File: config.mk
export PLATFORM = sky130hd
export DESIGN_NAME = fetch_stage
export DESIGN_NICKNAME = d
export VERILOG_FILES = /design/src/rtl/cpu_pkg.sv /design/src/rtl/hazard_detect_unit.sv /design/src/rtl/fetch_stage.sv
export SDC_FILE = /design/constraint.sdc
export NUM_CORES = 1
export LEC_CHECK = 0
export BUFFER_PORTS_ARGS = -buffer_cell sky130_fd_sc_hd__buf_2
export CORE_MARGIN = 2
export CORE_UTILIZATION = 55
export CTS_CLUSTER_SIZE = 25
export DETAILED_ROUTE_END_ITERATION = 8
export PLACE_DENSITY = 0.85
export SLEW_MARGIN = 25
export SYNTH_ARGS = -nofsm -noshare
export SYNTH_HDL_FRONTEND = slang
export SYNTH_HIERARCHICAL = 1
export SYNTH_SLANG_ARGS = --single-unit
File: constraint.sdc
create_clock -name clk -period 3.18 [get_ports clk]
set_input_delay 0.159 -clock clk [delete_from_list [all_inputs] [get_ports clk]]
set_output_delay 0.159 -clock clk [all_outputs]
set_load 0.005 [all_outputs]
File: src/rtl/cpu_pkg.sv
// cpu_pkg: shared widths, opcodes, instruction field ranges and operand-use helper for the core.
package cpu_pkg;
    localparam int PC_W    = 16;
    localparam int INSTR_W = 16;
    localparam logic [3:0] OP_AND = 4'b0000;
    localparam logic [3:0] OP_OR  = 4'b0001;
    localparam logic [3:0] OP_ADD = 4'b0010;
    localparam logic [3:0] OP_SUB = 4'b0110;
    localparam logic [3:0] OP_SLT = 4'b0111;
    localparam logic [3:0] OP_LW  = 4'b1000;
    localparam logic [3:0] OP_SW  = 4'b1010;
    localparam logic [3:0] OP_BNE = 4'b1110;
    localparam int OP_HI = 15;
    localparam int OP_LO = 12;
    localparam int RS_HI = 11;
    localparam int RS_LO = 8;
    localparam int RT_HI = 7;
    localparam int RT_LO = 4;
    localparam int RD_HI = 3;
    localparam int RD_LO = 0;
    // LW and unknown opcodes read rs only
    function automatic logic uses_rt(input logic [3:0] op);
        return op inside {OP_AND, OP_OR, OP_ADD, OP_SUB, OP_SLT, OP_SW, OP_BNE};
    endfunction
endpackage

File: src/rtl/hazard_detect_unit.sv
// hazard_detect_unit: flags a load-use dependency between the LW in EX and the instruction in IF/ID.
module hazard_detect_unit
    import cpu_pkg::*;
(
    input  logic [INSTR_W-1:0] instr,
    input  logic               if_id_valid,
    input  logic               id_ex_valid,
    input  logic               id_ex_mem_read,
    input  logic [3:0]         id_ex_rt,
    output logic               load_use
);
    logic [3:0] op, rs, rt;
    assign op = instr[OP_HI:OP_LO];
    assign rs = instr[RS_HI:RS_LO];
    assign rt = instr[RT_HI:RT_LO];
    assign load_use = if_id_valid & id_ex_valid & id_ex_mem_read & (id_ex_rt != 4'd0) &
                      ((id_ex_rt == rs) | (uses_rt(op) & (id_ex_rt == rt)));
endmodule

File: src/rtl/fetch_stage.sv
// fetch_stage: PC, IF/ID pipeline register and load-use stall control for the 16-bit core.
module fetch_stage #(
    parameter int             PC_W     = 16,
    parameter int             INSTR_W  = 16,
    parameter logic [PC_W-1:0] RESET_PC = '0
) (
    input  logic               clk,
    input  logic               rst_n,
    output logic [PC_W-1:0]    imem_addr,
    input  logic [INSTR_W-1:0] imem_data,
    input  logic               ext_hold,
    input  logic               branch_taken,
    input  logic [PC_W-1:0]    branch_target,
    input  logic               id_ex_mem_read,
    input  logic               id_ex_valid,
    input  logic [3:0]         id_ex_rt,
    output logic [INSTR_W-1:0] if_id_instr,
    output logic [PC_W-1:0]    if_id_pc_plus1,
    output logic               if_id_valid,
    output logic               id_bubble,
    output logic               stall,
    output logic [15:0]        stall_count
);
    logic [PC_W-1:0] pc;
    logic            load_use;
    hazard_detect_unit u_hdu (
        .instr          (if_id_instr),
        .if_id_valid    (if_id_valid),
        .id_ex_valid    (id_ex_valid),
        .id_ex_mem_read (id_ex_mem_read),
        .id_ex_rt       (id_ex_rt),
        .load_use       (load_use)
    );
    assign imem_addr = pc;
    assign stall     = load_use & ~ext_hold;
    assign id_bubble = stall;
    // hold and stall both freeze the front end; branches resolve only when it moves
    always_ff @(posedge clk or negedge rst_n) begin
        if (!rst_n) begin
            pc             <= RESET_PC;
            if_id_instr    <= '0;
            if_id_pc_plus1 <= '0;
            if_id_valid    <= 1'b0;
        end else if (!ext_hold && !stall) begin
            if (branch_taken) begin
                pc             <= branch_target;
                if_id_instr    <= '0;
                if_id_pc_plus1 <= '0;
                if_id_valid    <= 1'b0;
            end else begin
                pc             <= pc + PC_W'(1);
                if_id_instr    <= imem_data;
                if_id_pc_plus1 <= pc + PC_W'(1);
                if_id_valid    <= 1'b1;
            end
        end
    end
    always_ff @(posedge clk or negedge rst_n) begin
        if (!rst_n)
            stall_count <= '0;
        else if (stall && stall_count != 16'hFFFF)
            stall_count <= stall_count + 16'd1;
    end
endmodule

==> results of run 1 <==
## cell type report
class | instances | area (um2) | share of cell area, %
multi-input combinational | 264 | 1660 | 39.9
sequential | 65 | 1630 | 39.0
inverter | 6 | 22.5 | 0.540
tap | 75 | 93.8 | 2.25
clock inverter | 6 | 60.1 | 1.44
clock buffer | 9 | 124 | 2.97
timing repair buffer | 113 | 581 | 13.9
## power by group
part           switching, mW  internal (mW)
Clock                  0.318          0.353
Combinational          0.211          0.192
Sequential             0.131          0.916
Total                  0.660           1.46
## cell usage in the layout (no fill, tap or decap), types with 3 or more instances in the layout
| master | instances |
|---|---|
| nand4_1 | 9 |
| a21oi_1 | 14 |
| o21ai_0 | 25 |
| and3_1 | 7 |
| nand3_1 | 13 |
| buf_2 | 108 |
| o31ai_1 | 6 |
| xor2_1 | 9 |
| nor2_1 | 14 |
| and4_1 | 4 |
| clkbuf_8 | 9 |
| nor4_4 | 4 |
| nand2_1 | 77 |
| xnor2_1 | 27 |
| mux2i_1 | 6 |
| buf_4 | 4 |
| dfrtp_1 | 65 |
| inv_1 | 5 |
| o22ai_1 | 9 |
| clkinv_2 | 3 |
| nor3_1 | 5 |
## synth_stat cells (all sizes together), types with 2 or more instances
| cell type | n | area share [%] |
|---|---|---|
| nand2 | 77 | 8.5 |
| dfrtp | 65 | 48 |
| xnor2 | 27 | 6.9 |
| o21ai | 26 | 3.8 |
| clkbuf | 18 | 2.1 |
| nand3 | 15 | 2.9 |
| a21oi | 14 | 2.1 |
| nor2 | 14 | 1.5 |
| nand4 | 11 | 2.9 |
| o22ai | 9 | 1.7 |
| xor2 | 9 | 2.3 |
| and3 | 8 | 1.5 |
| mux2i | 6 | 1.8 |
| nor3 | 6 | 1.0 |
| o31ai | 6 | 1.3 |
| inv | 5 | 0.55 |
| and4 | 4 | 1.0 |
| buf | 4 | 0.62 |
| nor4 | 4 | 2.5 |
| or3 | 3 | 0.70 |
| ha | 2 | 0.73 |
| mux2 | 2 | 0.66 |
| nand2b | 2 | 0.37 |
| o211ai | 2 | 0.44 |
| o311ai | 2 | 0.51 |
| or2 | 2 | 0.37 |
| or3b | 2 | 0.51 |
| or4 | 2 | 0.55 |
## registers in the layout, summed over array words and instances (netlist names)
register,flops
if_id_valid,1
if_id_pc_plus1,16
if_id_instr,16
stall_count,16
imem_addr,16
## worst max-delay path, cell delays in order, from the launching register on
cell	delay, ps
dfrtp_1	410
nor2b_1	150
o2111ai_1	180
o22ai_1	160
or2_2	530
or4_1	550
o21ai_0	100
a21oi_1	100
## routing by layer
metal | up-vias | track usage, %
li1 | 1452 | -
met1 | 1413 | 32.8
met2 | 116 | 41.6
met3 | 11 | 5.65
met4 | 0 | 9.02
met5 | - | 0
## worst min-delay path by stage
stage | cells past startpoint | start | endpoint
6_report | 2 | branch_target[3] | imem_addr[3]$_DFFE_PN0P_
5_1_grt | 3 | imem_data[14] | if_id_instr[14]$_DFFE_PN0P_
4_1_cts | 2 | branch_target[3] | imem_addr[3]$_DFFE_PN0P_
3_5_place_dp | 1 | rst_n | stall_count[13]$_DFFE_PN0P_
3_3_place_gp | 1 | rst_n | stall_count[15]$_DFFE_PN0P_
2_1_floorplan | 0 | rst_n | if_id_instr[0]$_DFFE_PN0P_
## cells by family after synthesis
family | count (synthesis) | share of synthesized area (%)
multiplexers | 8 | 2.43
flip-flops | 65 | 47.8
buffers and inverters | 28 | 3.42
AND/OR/NAND/NOR | 153 | 25.1
AO/OA/AOI/OAI | 65 | 11.3
XOR/XNOR | 36 | 9.26
adder cells (fa/ha/maj) | 2 | 0.735
## repair_timing
action,in CTS,in global routing
hold buffers,1,0
gates resized for setup,0,0
endpoints found under the hold margin,35,0
setup endpoints to repair,0,0
## per-stage QoR
stage	power (mW)	hold WS [ps]	std cells
detailed placement	1.46	290	522
global route	2.24	49.9	538
finish	2.12	56.3	538
CTS	2.13	50.9	538
global placement	1.44	270	522
floorplan	1.27	-137	357
==> reports/qor.yml, run 1 <==
diodes: 0
rr_worst_depth: 7
ys_warn_count: 6
setup_viol: 0
first_pass_iters: 4
pwr_density_cell_mw_per_mm2: 508
drive_gt1_share_pct: 31.1
via_count: 2992
grt_pass1_wl_um: 13100
relSlewSlack_pct: 47.0
final_util_pct: 70.0
cp-end-kind: "flip-flop"
path_clk_slew_ps: 80
top_level_ports: 109
async_reset_ff_share_pct: 100
num-nets-final: 503
ys_seq_area_share_pct: 47.8
wl_per_cell_um: 15.2
clk_latency_ps: 340
drt_iter0_drc: 276
synth_nets: 401
startpoint_type: "flip-flop"
synth_enable_flop_cells: 0
htree_levels: 3
cts_tree: "yes"
syn2layout_area_growth_pct: 22.5
finClkSkew_ps: 12.4
antenna_found_initial: 0
num_rows: 28
worst_slew_pin_slew_ps: 795
status: "complete, no violations"
routed.top_layer: "met4"
ys_seq_elements: 65
slew_violations: 0
endpoint: "imem_addr[7]$_DFFE_PN0P_"
cts-buffers-inserted: 9
r2r_slack_ps: 880
min_path_type: "primary input to flip-flop"
initial_core_util_pct: 57.2
max_cap_violations: 0
synth.avg_cell_area_um2: 9.54
cts.sink_count: 65
avgViaCountPerCell: 5.56
postCtsSetupBuffers: 0
cts-root-buf: "clkbuf_8"
ir_drop_uv: 277
synth_flop_cell: "dfrtp_1"
dieArea_mm2: 0.00684
finalWeightedCongestion: 0.805
drc: 0
rsz0062_at_grt: "false"
grt_pass1_vias: 2796
setup_ws_ps: 878
synth_cells: 357
grt_max_degree: 37
dpl_worst_slack_ps: 741
n_fill_cell: 471
placed_area_mm2: 0.00398
max_freq_mhz: 434
dp_hpwl_um: 5930
die_h_um: 82.7
postRouteAntennaNets: 0
fp.dieW_um: 82.7
fin_crit_ps: 2300
wirelength_met1_um: 3480
crit_start: "if_id_instr[14]$_DFFE_PN0P_"
cts.path.max_buffers: 2
grt.total_usage_pct: 25.3
cp.required_ps: 3380
core_mm2: 0.00596
routed_wl_um: 8190
hold_violations: 0
fin_area_mm2: 0.00417
r2r-start: "if_id_instr[14]$_DFFE_PN0P_"
met2WireLength_um: 3970
crit_arrival_ps: 2500
gr-total-overflow: 0
wl_met3_um: 623
numPortBuffers: 108
crit_path_max_fanout: 33
rr_endpoint: "imem_addr[7]$_DFFE_PN0P_"
path_class: "flip-flop to flip-flop"
min_period_over_period_pct: 72.4
setup_tns_ps: 0
syn_area_mm2: 0.00340
p_leak_nw: 2.04
synth_cell_types: 50
Note: power is estimated with default switching activity, not from simulation.
==> inputs of run 2 (changes only) <==
Settings changed: ABC_AREA from default to 1, CORE_UTILIZATION 55 to 46, PLACE_DENSITY 0.85 to 0.76.
Clock period 3.18 ns to 2 ns, I/O delays scaled along.
==> run 2 against run 1 <==
Effect of this change: sequential share of layout area fell by 2.3 points; first-iteration DRC count shrank 47%; critical path type unchanged; utilization down 7.9 points; sequential cell count unchanged; die area grew 16%.
==> reports/qor.yml, run 2 <==
max_freq_mhz: 552  # was 434 MHz
cp.required_ps: 2270  # was 3380 ps
fin_crit_ps: 1810  # was 2300 ps
yosys-top-cells-area: "dfrtp_1, nand2_1, nand3_1"  # was dfrtp_1, nand2_1, xnor2_1
postRouteAntennaNets: 0  # unchanged
finalPower_mw: 3.59  # was 2.12 mW
ys_seq_elements: 65  # unchanged
synth_top_cell_area_share_pct: 48.8  # was 47.8%
switching_share_pct: 30.3  # was 31.1%
regArea_mm2: 0.00163  # unchanged
worst_slew_pin_slew_ps: 582  # was 795 ps
cts-buffers-inserted: 9  # unchanged
min_path_type: "primary input to flip-flop"  # unchanged
grt_pass1_wl_um: 14100  # was 13,100 um
synth_nets: 455  # was 401
synth_cells: 411  # was 357
num_rows: 31  # was 28
finalWeightedCongestion: 0.804  # was 0.805
initial_core_util_pct: 46.7  # was 57.2%
clkPwrFrac_pct: 33.3  # was 31.6%
layout_common_cells: "nand2_1, buf_2, dfrtp_1"  # was buf_2, nand2_1, dfrtp_1
p_leak_nw: 2.42  # was 2.04 nW
setup_tns_ps: 0  # unchanged
die_h_um: 89.1  # was 82.7 um
synth_enable_flop_cells: 0  # unchanged
path_class: "flip-flop to flip-flop"  # unchanged
antenna_found_initial: 0  # unchanged
startpoint_type: "flip-flop"  # unchanged
synth.avg_cell_area_um2: 8.11  # was 9.54 um2
dp_hpwl_um: 5930  # about the same
p_switching_mw: 1.09  # was 0.660 mW
mostFrequentLayoutCell: "nand2_1"  # was buf_2
hold_violations: 0  # unchanged
yosys-top-cells-count: "nand2_1, dfrtp_1, inv_1"  # was nand2_1, dfrtp_1, xnor2_1
multi_input_area_mm2: 0.00148  # was 0.00166 mm2
top_level_ports: 109  # unchanged
max_cap_violations: 0  # unchanged
met1_usage_pct: 28.7  # was 32.8%
met2_usage_pct: 38.5  # was 41.6%
core_mm2: 0.00714  # was 0.00596 mm2
cp-end-kind: "flip-flop"  # unchanged
ys_seq_area_share_pct: 48.8  # was 47.8%
cts.sink_count: 65  # unchanged
ir_drop_uv: 470  # was 277 uV
synth_flop_cell: "dfrtp_1"  # unchanged
min_period_over_period_pct: 90.6  # was 72.4%
slew_violations: 0  # unchanged
setup_viol: 0  # unchanged
gr-total-overflow: 0  # unchanged
grt.total_usage_pct: 22.8  # was 25.3%
dieArea_mm2: 0.00794  # was 0.00684 mm2
finClkSkew_ps: 10.9  # was 12.4 ps
htree_levels: 3  # unchanged
drc: 0  # unchanged
hold_ws_ps: 3.62  # was 56.3 ps
p_int_mw: 2.50  # was 1.46 mW
use_met3_pct: 5.26  # was 5.65%
wl_per_cell_um: 13.6  # was 15.2 um
fp.dieW_um: 89.1  # was 82.7 um
grt_pass1_vias: 3031  # was 2,796
relSlewSlack_pct: 61.2  # was 47.0%
clk_latency_ps: 340  # about the same
top_usage_layer: "met2"  # unchanged
routed_wl_um: 8820  # was 8190 um
syn_area_mm2: 0.00333  # was 0.00340 mm2
num-nets-final: 588  # was 503
combPwrFrac_pct: 20.9  # was 19.0%
drive_gt1_share_pct: 27.1  # was 31.1%
syn2layout_area_growth_pct: 33.0  # was 22.5%
path_clk_slew_ps: 70  # was 80 ps
cts.path.max_buffers: 2  # unchanged
diodes: 0  # unchanged
via_count: 3229  # was 2,992
r2r_slack_ps: 190  # was 880 ps
ys_warn_count: 6  # unchanged
crit_path_max_fanout: 14  # was 33
avgViaCountPerCell: 4.98  # was 5.56
seqPwrFrac_pct: 45.7  # was 49.4%
yosysMostFrequentCell: "nand2_1"  # unchanged
n_fill_cell: 654  # was 471
synth_top_cell_by_area: "dfrtp_1"  # unchanged
synth_cell_types: 36  # was 50
grt_max_degree: 66  # was 37
numPortBuffers: 108  # unchanged
fin_area_mm2: 0.00443  # was 0.00417 mm2
drt_iter0_drc: 146  # was 276
pwr_density_cell_mw_per_mm2: 809  # was 508 mW/mm2
crit_arrival_ps: 2090  # was 2500 ps
placed_area_mm2: 0.00397  # was 0.00398 mm2
cts-root-buf: "clkbuf_8"  # unchanged
async_reset_ff_share_pct: 100  # unchanged
first_pass_iters: 5  # was 4
status: "complete, no violations"  # unchanged
cts_tree: "yes"  # unchanged
rsz0062_at_grt: "false"  # unchanged
## run 2: path summary, 6_finish.rpt
kind,startpoint,cells past startpoint,to
min reg2reg,if_id_pc_plus1[10]$_DFFE_PN0P_,2,if_id_pc_plus1[10]$_DFFE_PN0P_
max reg2reg,if_id_instr[14]$_DFFE_PN0P_,10,if_id_instr[7]$_DFFE_PN0P_
min in group asynchronous,rst_n,3,stall_count[5]$_DFFE_PN0P_
max in group asynchronous,rst_n,3,imem_addr[5]$_DFFE_PN0P_
max,if_id_instr[14]$_DFFE_PN0P_,10,if_id_instr[7]$_DFFE_PN0P_
min,branch_target[6],3,imem_addr[6]$_DFFE_PN0P_
## run 2: cell families (layout without fill, tap and decap cells)
logic type,Yosys count,after routing,synth area share (%)
xor gates and xnor gates,16,16,4.20
and+or+nand+nor,217,218,27.9
DFF,65,65,48.8
AOI/OAI and AO/OA,52,52,10.8
buffers and inverters,59,196,7.51
adders and majority gates,2,2,0.751
## run 2: power by group through the flow
stage                     Combinational [mW]  Sequential (mW)  Clock, mW
after floorplan                        0.373             1.65          0
after global placement                 0.694             1.65          0
after detailed placement               0.713             1.66          0
after CTS                              0.749             1.64       1.20
after global routing                   0.855             1.67       1.27
final                                  0.751             1.64       1.20
## run 2: timing repair
action                                  4_1_cts  5_1_grt
setup buffers                                 0        3
pin swaps                                     1        1
gates cloned                                  1        0
endpoints found under the hold margin        83        0
gates resized for setup                       1        5
endpoints found under the setup margin        6       27
hold buffers                                 19        0
## run 2: layout make-up
class / instances / share of cell area [%]
clock buffer: 12 / 3.72
clock inverter: 4 / 1.13
inverter: 46 / 4.01
multi-input combinational: 288 / 33.3
sequential: 65 / 36.7
tap: 99 / 2.79
timing repair buffer: 134 / 18.4
## run 2: stage by stage
step                      util [%]  instances  setup slack, ps
after floorplan                  -        411              268
after global placement        55.6        609             25.6
after detailed placement      55.6        609            -40.3
after CTS                     61.4        645            -24.8
after global routing          62.1        648             9.06
final                         62.1        648              188
## run 2: routing by layer
| layer | wire length [um] | part of all wire (%) | vias up |
|---|---|---|---|
| met5 | 0 | 0 | - |
| met1 | 3740 | 42 | 1502 |
| li1 | - | - | 1598 |
| met3 | 559 | 6.3 | 18 |
| met4 | 168 | 1.9 | 0 |
| met2 | 4350 | 49 | 111 |
## run 2: critical path, cell delays in order (launching register included)
cell and delay [ps]:
dfrtp_1 410, inv_1 70, nand2_1 50, nand3_1 70
nand2_1 60, nand3_1 80, a21oi_2 70, nor2_2 150
inv_2 90, nor2_2 480, a22o_1 220
==> inputs of run 3 (changes only) <==
Settings changed: CORE_UTILIZATION 46 to 51, PLACE_DENSITY 0.76 to 0.8.
Clock period 2 ns to 1.95 ns, I/O delays scaled along.
==> run 3 against run 2 <==
Effect of this change: critical path depth increased by 2; clock-buffer cell count increased by 2; sequential power increased by 2%; non-clock buffer count unchanged; routed wire length decreased by 2.2%; final cell count decreased by 3.7%; sequential share of layout area increased by 0.42 points; first-iteration DRC count increased by 3.4%; total power about the same; combinational power increased by 2.9%; critical path type unchanged; largest power group unchanged.
==> reports/qor.yml, run 3 (same netlist as run 2, synthesis figures left out) <==
status: "complete, no violations"  # unchanged
clk_latency_ps: 330  # was 340 ps
ir_drop_uv: 597  # was 470 uV
fin_cells: 624  # was 648
cp-end-kind: "flip-flop"  # unchanged
drt_iter0_drc: 151  # was 146
dieArea_mm2: 0.00720  # was 0.00794 mm2
finClkSkew_ps: 6.69  # was 10.9 ps
initial_core_util_pct: 52.5  # was 46.7%
grt_max_degree: 66  # unchanged
crit_path_max_fanout: 10  # was 14
layout_common_cells: "nand2_1, buf_2, dfrtp_1"  # unchanged
first_pass_iters: 5  # unchanged
grt_pass1_wl_um: 14400  # was 14,100 um
rsz0062_at_grt: "false"  # unchanged
n_fill_cell: 501  # was 654
regArea_mm2: 0.00163  # unchanged
hold_ws_ps: 14.1  # was 3.62 ps
min_period_over_period_pct: 90.9  # was 90.6%
final_util_pct: 69.0  # was 62.1%
cpPeakStageDelay_ps: 410  # was 480 ps
routed_wl_um: 8620  # was 8820 um
numPortBuffers: 108  # unchanged
max_cap_violations: 0  # unchanged
wl_per_cell_um: 13.8  # was 13.6 um
slew_violations: 0  # unchanged
crit_arrival_ps: 2020  # was 2090 ps
drive_gt1_share_pct: 26.9  # was 27.1%
cp_common_cell: "nand3_1"
path_class: "flip-flop to flip-flop"  # unchanged
placedCellCount: 590  # was 609
via_count: 3276  # was 3,229
cp.required_ps: 2200  # was 2270 ps
cts_tree: "yes"  # unchanged
postCtsSetupBuffers: 0  # unchanged
cts.sink_count: 65  # unchanged
syn2layout_area_growth_pct: 31.5  # was 33.0%
mostFrequentLayoutCell: "nand2_1"  # unchanged
num-nets-final: 587  # was 588
multi_input_area_mm2: 0.00147  # was 0.00148 mm2
max_freq_mhz: 564  # was 552 MHz
path_clk_slew_ps: 70  # about the same
gr-total-overflow: 0  # unchanged
min_path_type: "primary input to flip-flop"  # unchanged
pwr_density_cell_mw_per_mm2: 817  # was 809 mW/mm2
path_cells: "inv_1 -> nand2_1 -> nand3_1 -> nand2_1 -> nand3_1 -> a21oi_2 -> nor2_2 -> inv_2 -> nor2_4 -> buf_4 -> nand3_1 -> o211ai_1"  # was inv_1 -> nand2_1 -> nand3_1 -> nand2_1 -> nand3_1 -> a21oi_2 -> nor2_2 -> inv_2 -> nor2_2 -> a22o_1
hold_violations: 0  # unchanged
htree_levels: 3  # unchanged
cts-root-buf: "clkbuf_8"  # unchanged
grt_pass1_vias: 3159  # was 3,031
fp.dieW_um: 84.8  # was 89.1 um
fin_crit_ps: 1770  # was 1810 ps
avgViaCountPerCell: 5.25  # was 4.98
relSlewSlack_pct: 71.6  # was 61.2%
setup_viol: 0  # unchanged
finalPower_mw: 3.58  # was 3.59 mW
dp_hpwl_um: 5860  # was 5930 um
top_level_ports: 109  # unchanged
die_h_um: 84.8  # was 89.1 um
drc: 0  # unchanged
p_leak_nw: 2.41  # was 2.42 nW
diodes: 0  # unchanged
setup_tns_ps: 0  # unchanged
antenna_found_initial: 0  # unchanged
crit_slowest_cell: "dfrtp_1"  # was nor2_2
finalWeightedCongestion: 0.880  # was 0.804
core_mm2: 0.00635  # was 0.00714 mm2
grt.total_usage_pct: 24.9  # was 22.8%
postRouteAntennaNets: 0  # unchanged
cts.path.max_buffers: 2  # unchanged
startpoint_type: "flip-flop"  # unchanged
cts-buffers-inserted: 9  # unchanged
worst_slew_pin_slew_ps: 422  # was 582 ps
num_rows: 29  # was 31
## run 3: changes by cell type in the layout (fill, tap and decap cells not counted), sizes merged
cell / change
nor2: -1
clkinv: -1
clkbuf: +2
clkinvlp: -1
bufinv: -1
## run 3: layer usage
metal	share of wire (%)	wire length, um	track usage, %
met1	43	3680	31.9
met4	1.8	157	8.23
met3	6.1	529	5.16
met5	0	0	0
met2	49	4260	42.4
## run 3: path summary, 6_finish.rpt
path | from | to | slack (ps) | cells after the start
setup / recovery | if_id_instr[14]$_DFFE_PN0P_ | imem_addr[11]$_DFFE_PN0P_ | 180 | 12
hold / removal | branch_target[9] | imem_addr[9]$_DFFE_PN0P_ | 10 | 3
setup reg to reg | if_id_instr[14]$_DFFE_PN0P_ | imem_addr[11]$_DFFE_PN0P_ | 180 | 12
hold reg to reg | if_id_pc_plus1[14]$_DFFE_PN0P_ | if_id_pc_plus1[14]$_DFFE_PN0P_ | 480 | 2
max in group asynchronous | rst_n | imem_addr[2]$_DFFE_PN0P_ | 1340 | 3
min in group asynchronous | rst_n | stall_count[4]$_DFFE_PN0P_ | 320 | 3
## run 3: stage by stage
stage / setup WS [ps] / instance area, um2
floorplan: 218 / 3330
global placement: 92.5 / 3970
detailed placement: 28.5 / 3970
CTS: 12.5 / 4360
global route: 2.11 / 4380
finish: 178 / 4380
## run 3: worst max-delay path, delay by kind of cell, from the launching register on
kind / cells / cell delay, ps
buf+inv: 3 / 350
compound gates: 2 / 160
flops: 1 / 410
simple gates: 7 / 760
## run 3: what timing repair did
action,in CTS,in global routing
hold buffers,19,0
setup endpoints to repair,0,14
gates resized for setup,0,6
hold endpoints to repair,83,0
## run 3: cell type report
class	instances	area share (%)
sequential	65	37.1
inverter	46	4.11
tap	77	2.20
multi-input combinational	287	33.5
clock inverter	1	0.171
timing repair buffer	134	18.5
clock buffer	14	4.39
## run 3: where the power goes
part	switching, mW	total [mW]	internal [mW]
sequential	0.166	1.68	1.52
clock	0.500	1.13	0.629
combinational	0.418	0.773	0.355
total	1.08	3.58	2.50
